### src/rtl/fetch_unit.sv
// Instruction fetch stage: owns the PC, drives instruction memory and fills the IF/ID register.
// Handles stall/flush hazards and halts when the PC leaves the instruction memory range.
module fetch_unit #(
  parameter logic [31:0] RESET_PC   = 32'h0000_0000,
  parameter int unsigned IMEM_WORDS = 128,
  parameter logic [31:0] NOP_INSTR  = 32'h0000_0013
) (
  input  logic        clk,
  input  logic        reset,
  input  logic        stall,
  input  logic        flush,
  input  logic [31:0] redirect_pc,
  output logic [31:0] imem_pc,
  input  logic [31:0] imem_instruction,
  output logic [31:0] ifid_pc,
  output logic [31:0] ifid_instruction,
  output logic        ifid_valid,
  output logic        halted
);

  typedef enum logic [0:0] {StRun, StHalt} state_e;

  // 34-bit limit so memories of 2^30 words or more never falsely trip the range check.
  localparam logic [33:0] PcLimit = 34'(IMEM_WORDS) << 2;

  state_e      state_q, state_d;
  logic [31:0] pc_q, pc_d;
  logic [31:0] ifid_pc_q, ifid_pc_d;
  logic [31:0] ifid_instr_q, ifid_instr_d;
  logic        ifid_valid_q, ifid_valid_d;
  logic        pc_in_range;

  assign pc_in_range = {2'b00, pc_q} < PcLimit;

  always_comb begin
    state_d      = state_q;
    pc_d         = pc_q;
    ifid_pc_d    = ifid_pc_q;
    ifid_instr_d = ifid_instr_q;
    ifid_valid_d = ifid_valid_q;
    if (flush) begin
      pc_d         = redirect_pc & ~32'h3;
      ifid_pc_d    = pc_q;
      ifid_instr_d = NOP_INSTR;
      ifid_valid_d = 1'b0;
      state_d      = StRun;
    end else if (stall || state_q == StHalt) begin
      // Hold everything; a halted fetch only leaves via flush or reset.
    end else if (pc_in_range) begin
      pc_d         = pc_q + 32'd4;
      ifid_pc_d    = pc_q;
      ifid_instr_d = imem_instruction;
      ifid_valid_d = 1'b1;
    end else begin
      ifid_pc_d    = pc_q;
      ifid_instr_d = NOP_INSTR;
      ifid_valid_d = 1'b0;
      state_d      = StHalt;
    end
  end

  always_ff @(posedge clk) begin
    if (reset) begin
      state_q      <= StRun;
      pc_q         <= RESET_PC;
      ifid_pc_q    <= 32'h0;
      ifid_instr_q <= NOP_INSTR;
      ifid_valid_q <= 1'b0;
    end else begin
      state_q      <= state_d;
      pc_q         <= pc_d;
      ifid_pc_q    <= ifid_pc_d;
      ifid_instr_q <= ifid_instr_d;
      ifid_valid_q <= ifid_valid_d;
    end
  end

  assign imem_pc          = pc_q;
  assign ifid_pc          = ifid_pc_q;
  assign ifid_instruction = ifid_instr_q;
  assign ifid_valid       = ifid_valid_q;
  assign halted           = (state_q == StHalt);

endmodule

### config.mk
export PLATFORM = sky130hd
export DESIGN_NAME = fetch_unit
export DESIGN_NICKNAME = d
export VERILOG_FILES = /design/src/rtl/fetch_unit.sv
export SDC_FILE = /design/constraint.sdc
export NUM_CORES = 1
export LEC_CHECK = 0
export ABC_AREA = 0
export CORE_AREA = 2 2 67 132
export CTS_BUF_LIST = sky130_fd_sc_hd__clkbuf_2
export DETAILED_ROUTE_END_ITERATION = 16
export DIE_AREA = 0 0 69 134
export PLACE_DENSITY_LB_ADDON = 0.2
export SYNTH_ARGS = -nofsm -noshare
export SYNTH_HDL_FRONTEND = slang
export SYNTH_SLANG_ARGS = --single-unit
### constraint.sdc
create_clock -name clk -period 4.3 [get_ports clk]
set_input_delay 0.86 -clock clk [delete_from_list [all_inputs] [get_ports clk]]
set_output_delay 0.86 -clock clk [all_outputs]
set_load 0.01 [all_outputs]
# Word level (Yosys, flattened, before mapping)
# Cells that the tools add are included.
# Widths: inputs -> output; s select.
# totals
input_bits,68
regBits,98
out_inout_bits,98
# classes
n_lt_le_gt_ge,1
bitwise,2
reduce_logical,6
eq_ne,1
n_addsub,1
n_mux,7
# ops
op,n
$mux 32,6
$add 32x3->32 const B,1
$lt 32x10->1 const B,1
$reduce_and 2->1,3
$ne 2x2->1 const B,1
$not 1->1,2
$reduce_bool 2->1,1
$reduce_or 2->1,1
$logic_or 1x1->1,1
$mux 1,1

# Logic depth before layout (Yosys ltp)
# logic_depth
depth_word,4
mapped_depth,6

# Worst setup path after synthesis
# Ideal clock, no wire load.
# synth_path
path_type,input port to flip-flop
from,input stall
to,"register pc_q[5], in the netlist imem_pc[5]"
t_required_ns,4.209
cell_stages,4
slack_ns,2.254
path_buffers,0
setup_ns,0.091
arrival_ns,1.955
cell_sequence,nor2_2 nand3_4 or4_1 a311oi_1
# synth_via
elab_chain_cells,3
# synth_rtl
item,line,text
start: declaration,10,"input logic stall,"
$logic_or 1x1->1,47,end else if (stall || state_q == StHalt) begin
$ne 2x2->1 (no line),-,
$reduce_and 2->1 (no line),-,
end signal: assignment,71,pc_q <= pc_d;
end: declaration,27,"logic [31:0] pc_q, pc_d;"
# Every way passes these cells.
# A chain may end at the register's enable or synchronous reset.

# Worst setup path after layout
# layout_path
from,"register pc_q[4], in the netlist imem_pc[4]"
to,output imem_pc[4]
# layout_rtl
item,line,text
end: declaration,13,"output logic [31:0] imem_pc,"
# No word-level cell between the ends.

==> results by group <==
Status
  – Status: complete, no violations

Global routing
  – Initial antenna violation count: 1
  – Largest net degree at the start of global routing: 40
  – Number of global-route vias before repair: 3514
  – Gr usage total: 22.6%
  – Total grt overflow: 0
  – First-pass GRT wire length: 16900 um

Route
  – DRT iter0 DRCs: 192
  – WL/cell: 15.6 um
  – Via density: 5.33
  – Detailed-route DRC error count: 0
  – DR vias: 3611
  – ANT nets after route: 0
  – Total Routed Length: 10600 um
  – Drt first pass iters: 4

Yosys
  – Mux cell area share after synthesis: 6.13%
  – Largest family of logic cells by synthesized area: simple AND/OR/NAND/NOR gates
  – Mapped Cells: 437
  – Post-synthesis xor/xnor area fraction: 0%
  – Cell area after synthesis: 3760 um2
  – Sequential area share after synthesis: 50.1%
  – Syn Area/Cell: 8.60 um2
  – Number of synthesized register bits: 94
  – Simple-gate share of the synthesized area: 24.6%
  – Post-synthesis adder-cell area fraction: 0.333%
  – Count of cell types in the netlist: 41
  – Compound-Gate Fraction of Synth Area: 12.5%
  – Yosys Warn Count: 0

STA
  – Max Freq: 388 MHz
  – RSZ-0062 raised after global routing: no
  – Max Transition Viols Final: 0
  – Crit path time final: 2.58 ns
  – Final period util: 59.9%
  – Hold Fails Final Rpt: 0
  – Final setup vio count: 0
  – Slew @ Worst Pin: 1.28 ns
  – Fin worst setup slack: 1.72 ns
  – Clock skew: 0.0324 ns
  – Setup TNS: 0 ns
  – Slew HR: 14.8%

Critical path
  – Worst path max stage delay: 0.60 ns
  – Crit path required time: 3.44 ns
  – CP max stage cell: clkdlybuf4s50_1
  – Worst setup SP type: flip-flop
  – Reg2reg start: imem_pc[25]
  – Worst-path fanout max: 9
  – Setup Crit Path Kind: flip-flop to output pin
  – Crit end category: output pin
  – CP Buf/Inv Count: 1
  – Critical Path AT: 1.72 ns
  – CP Cell Sequence: clkdlybuf4s50_1
  – Worst path top cell family by delay: buffers and inverters
  – Worst setup path startpoint: imem_pc[4]

Clock network
  – Max Buffers Root-to-Sink: 2
  – Hold buffers post-CTS: 0
  – Clk_lat worst skew: 0.57 ns
  – CTS Sinks: 94
  – CTS tree: done
  – Post_cts resized: 0
  – Postcts setup bufs: 0
  – CTS H-tree depth: 3
  – Cts bufs inserted: 9
  – Clock slew at reported path FFs: 0.24 ns
  – CTS Root Cell: clkbuf_2

Floorplanning
  – Die Wd: 69 um
  – Std cell rows: 47
  – Die span in y: 134 um
  – Die area: 9250 um2
  – I/O pins: 166
  – Starting Density: 45.7%
  – Core ar.: 8230 um2

Layout
  – Multi-input gate area: 1650 um2
  – Register area: 1880 um2
  – Nets: 643
  – Layout cells sized above 1: 6.04%
  – P&R area growth vs syn: 43.3%
  – Most frequent cells in the layout: clkdlybuf4s50_1, dfxtp_1, nand2_1
  – Most common library cell in the layout ignoring fill and taps: clkdlybuf4s50_1
  – Fill cells: 741

Place
  – Detailed placement HPWL: 7470 um
  – Number of port buffers: 159
  – Placer Congestion: 0.732
  – Place WS: 1.27 ns

Worst hold path
  – Hold path start: ifid_instruction[3]
  – Worst hold path class: flip-flop to flip-flop

Power and ir drop
  – Worst vdd ir: 0.265 mV
  – Leak: 1.90 nW
  – PwrDens: 294 nW/um2

Flow run
  – Total of max-cap violations: 0
[cell type report]
type	count	share of cell area [%]
diodes	1	0.0465
clock buffers	10	0.929
clock inverters	6	0.697
inverters	5	0.348
multi-input cells	300	30.7
flip-flops and latches	94	34.9
well taps	98	2.28
repair buffers	164	30.1
[path summary, 6_finish.rpt]
kind	to	slack, ns	cells after the start
setup reg to reg	imem_pc[3]	1.77	4
setup / recovery	imem_pc[4]	1.72	1
hold reg to reg	ifid_instruction[3]	0.47	2
hold / removal	ifid_instruction[3]	0.47	2
[cell families after synthesis]
kind of cell	after synthesis
AOI/OAI and AO/OA	83
adders and majority gates	1
buffers and inverters	46
DFF	94
muxes	23
other	1
and+or+nand+nor	189
[routing by layer]
| layer | vias up | GRT usage (%) | share of wire (%) |
|---|---|---|---|
| met5 | - | 0 | 0 |
| li1 | 1783 | - | - |
| met3 | 26 | 5.33 | 5.2 |
| met4 | 0 | 11.5 | 3.3 |
| met2 | 130 | 41.3 | 53 |
| met1 | 1672 | 23.6 | 38 |
[cell usage after synthesis, drive strengths merged]
cell type,instances,area [um2]
conb,1,3.75
ha,1,12.5
dfxtp,94,1880
nand2,93,349
or4,2,15.0
inv,5,18.8
and4,2,17.5
nand3,5,37.5
a311oi,3,26.3
o311a,1,10.0
a211oi,1,7.51
o31ai,2,15.0
o31a,2,18.8
buf,12,78.8
and3,1,6.26
a21oi,64,320
mux2i,23,230
a41oi,1,8.76
nor4,9,105
nand4,33,206
o21a,1,7.51
clkbuf,29,139
o211a,1,10.0
and2,1,7.51
a311o,1,10.0
o21ai,5,25.0
nor2,35,134
nor3b,1,7.51
or2,3,18.8
a221oi,1,8.76
or3,1,6.26
nor3,3,15.0
[state kept, by name (all words and copies together), names as in the netlist]
register	flops
ifid_instruction	32
imem_pc	30
halted	1
ifid_pc	30
ifid_valid	1
[power breakdown]
| part | internal [mW] | switching (mW) |
|---|---|---|
| combinational | 0.140 | 0.137 |
| clock | 0.0761 | 0.294 |
| sequential | 0.904 | 0.0314 |
[metrics by stage]
step	util (%)	power [mW]	instances	hold WS, ns	cell area [um2]
2_1_floorplan	-	1.09	440	0.473	3770
3_3_place_gp	64.3	1.23	661	0.437	5300
3_5_place_dp	64.3	1.23	661	0.443	5300
4_1_cts	65.4	1.60	677	0.469	5380
5_1_grt	65.4	1.65	678	0.482	5390
6_report	65.4	1.58	678	0.466	5390
(Power assumes the default switching activity.)
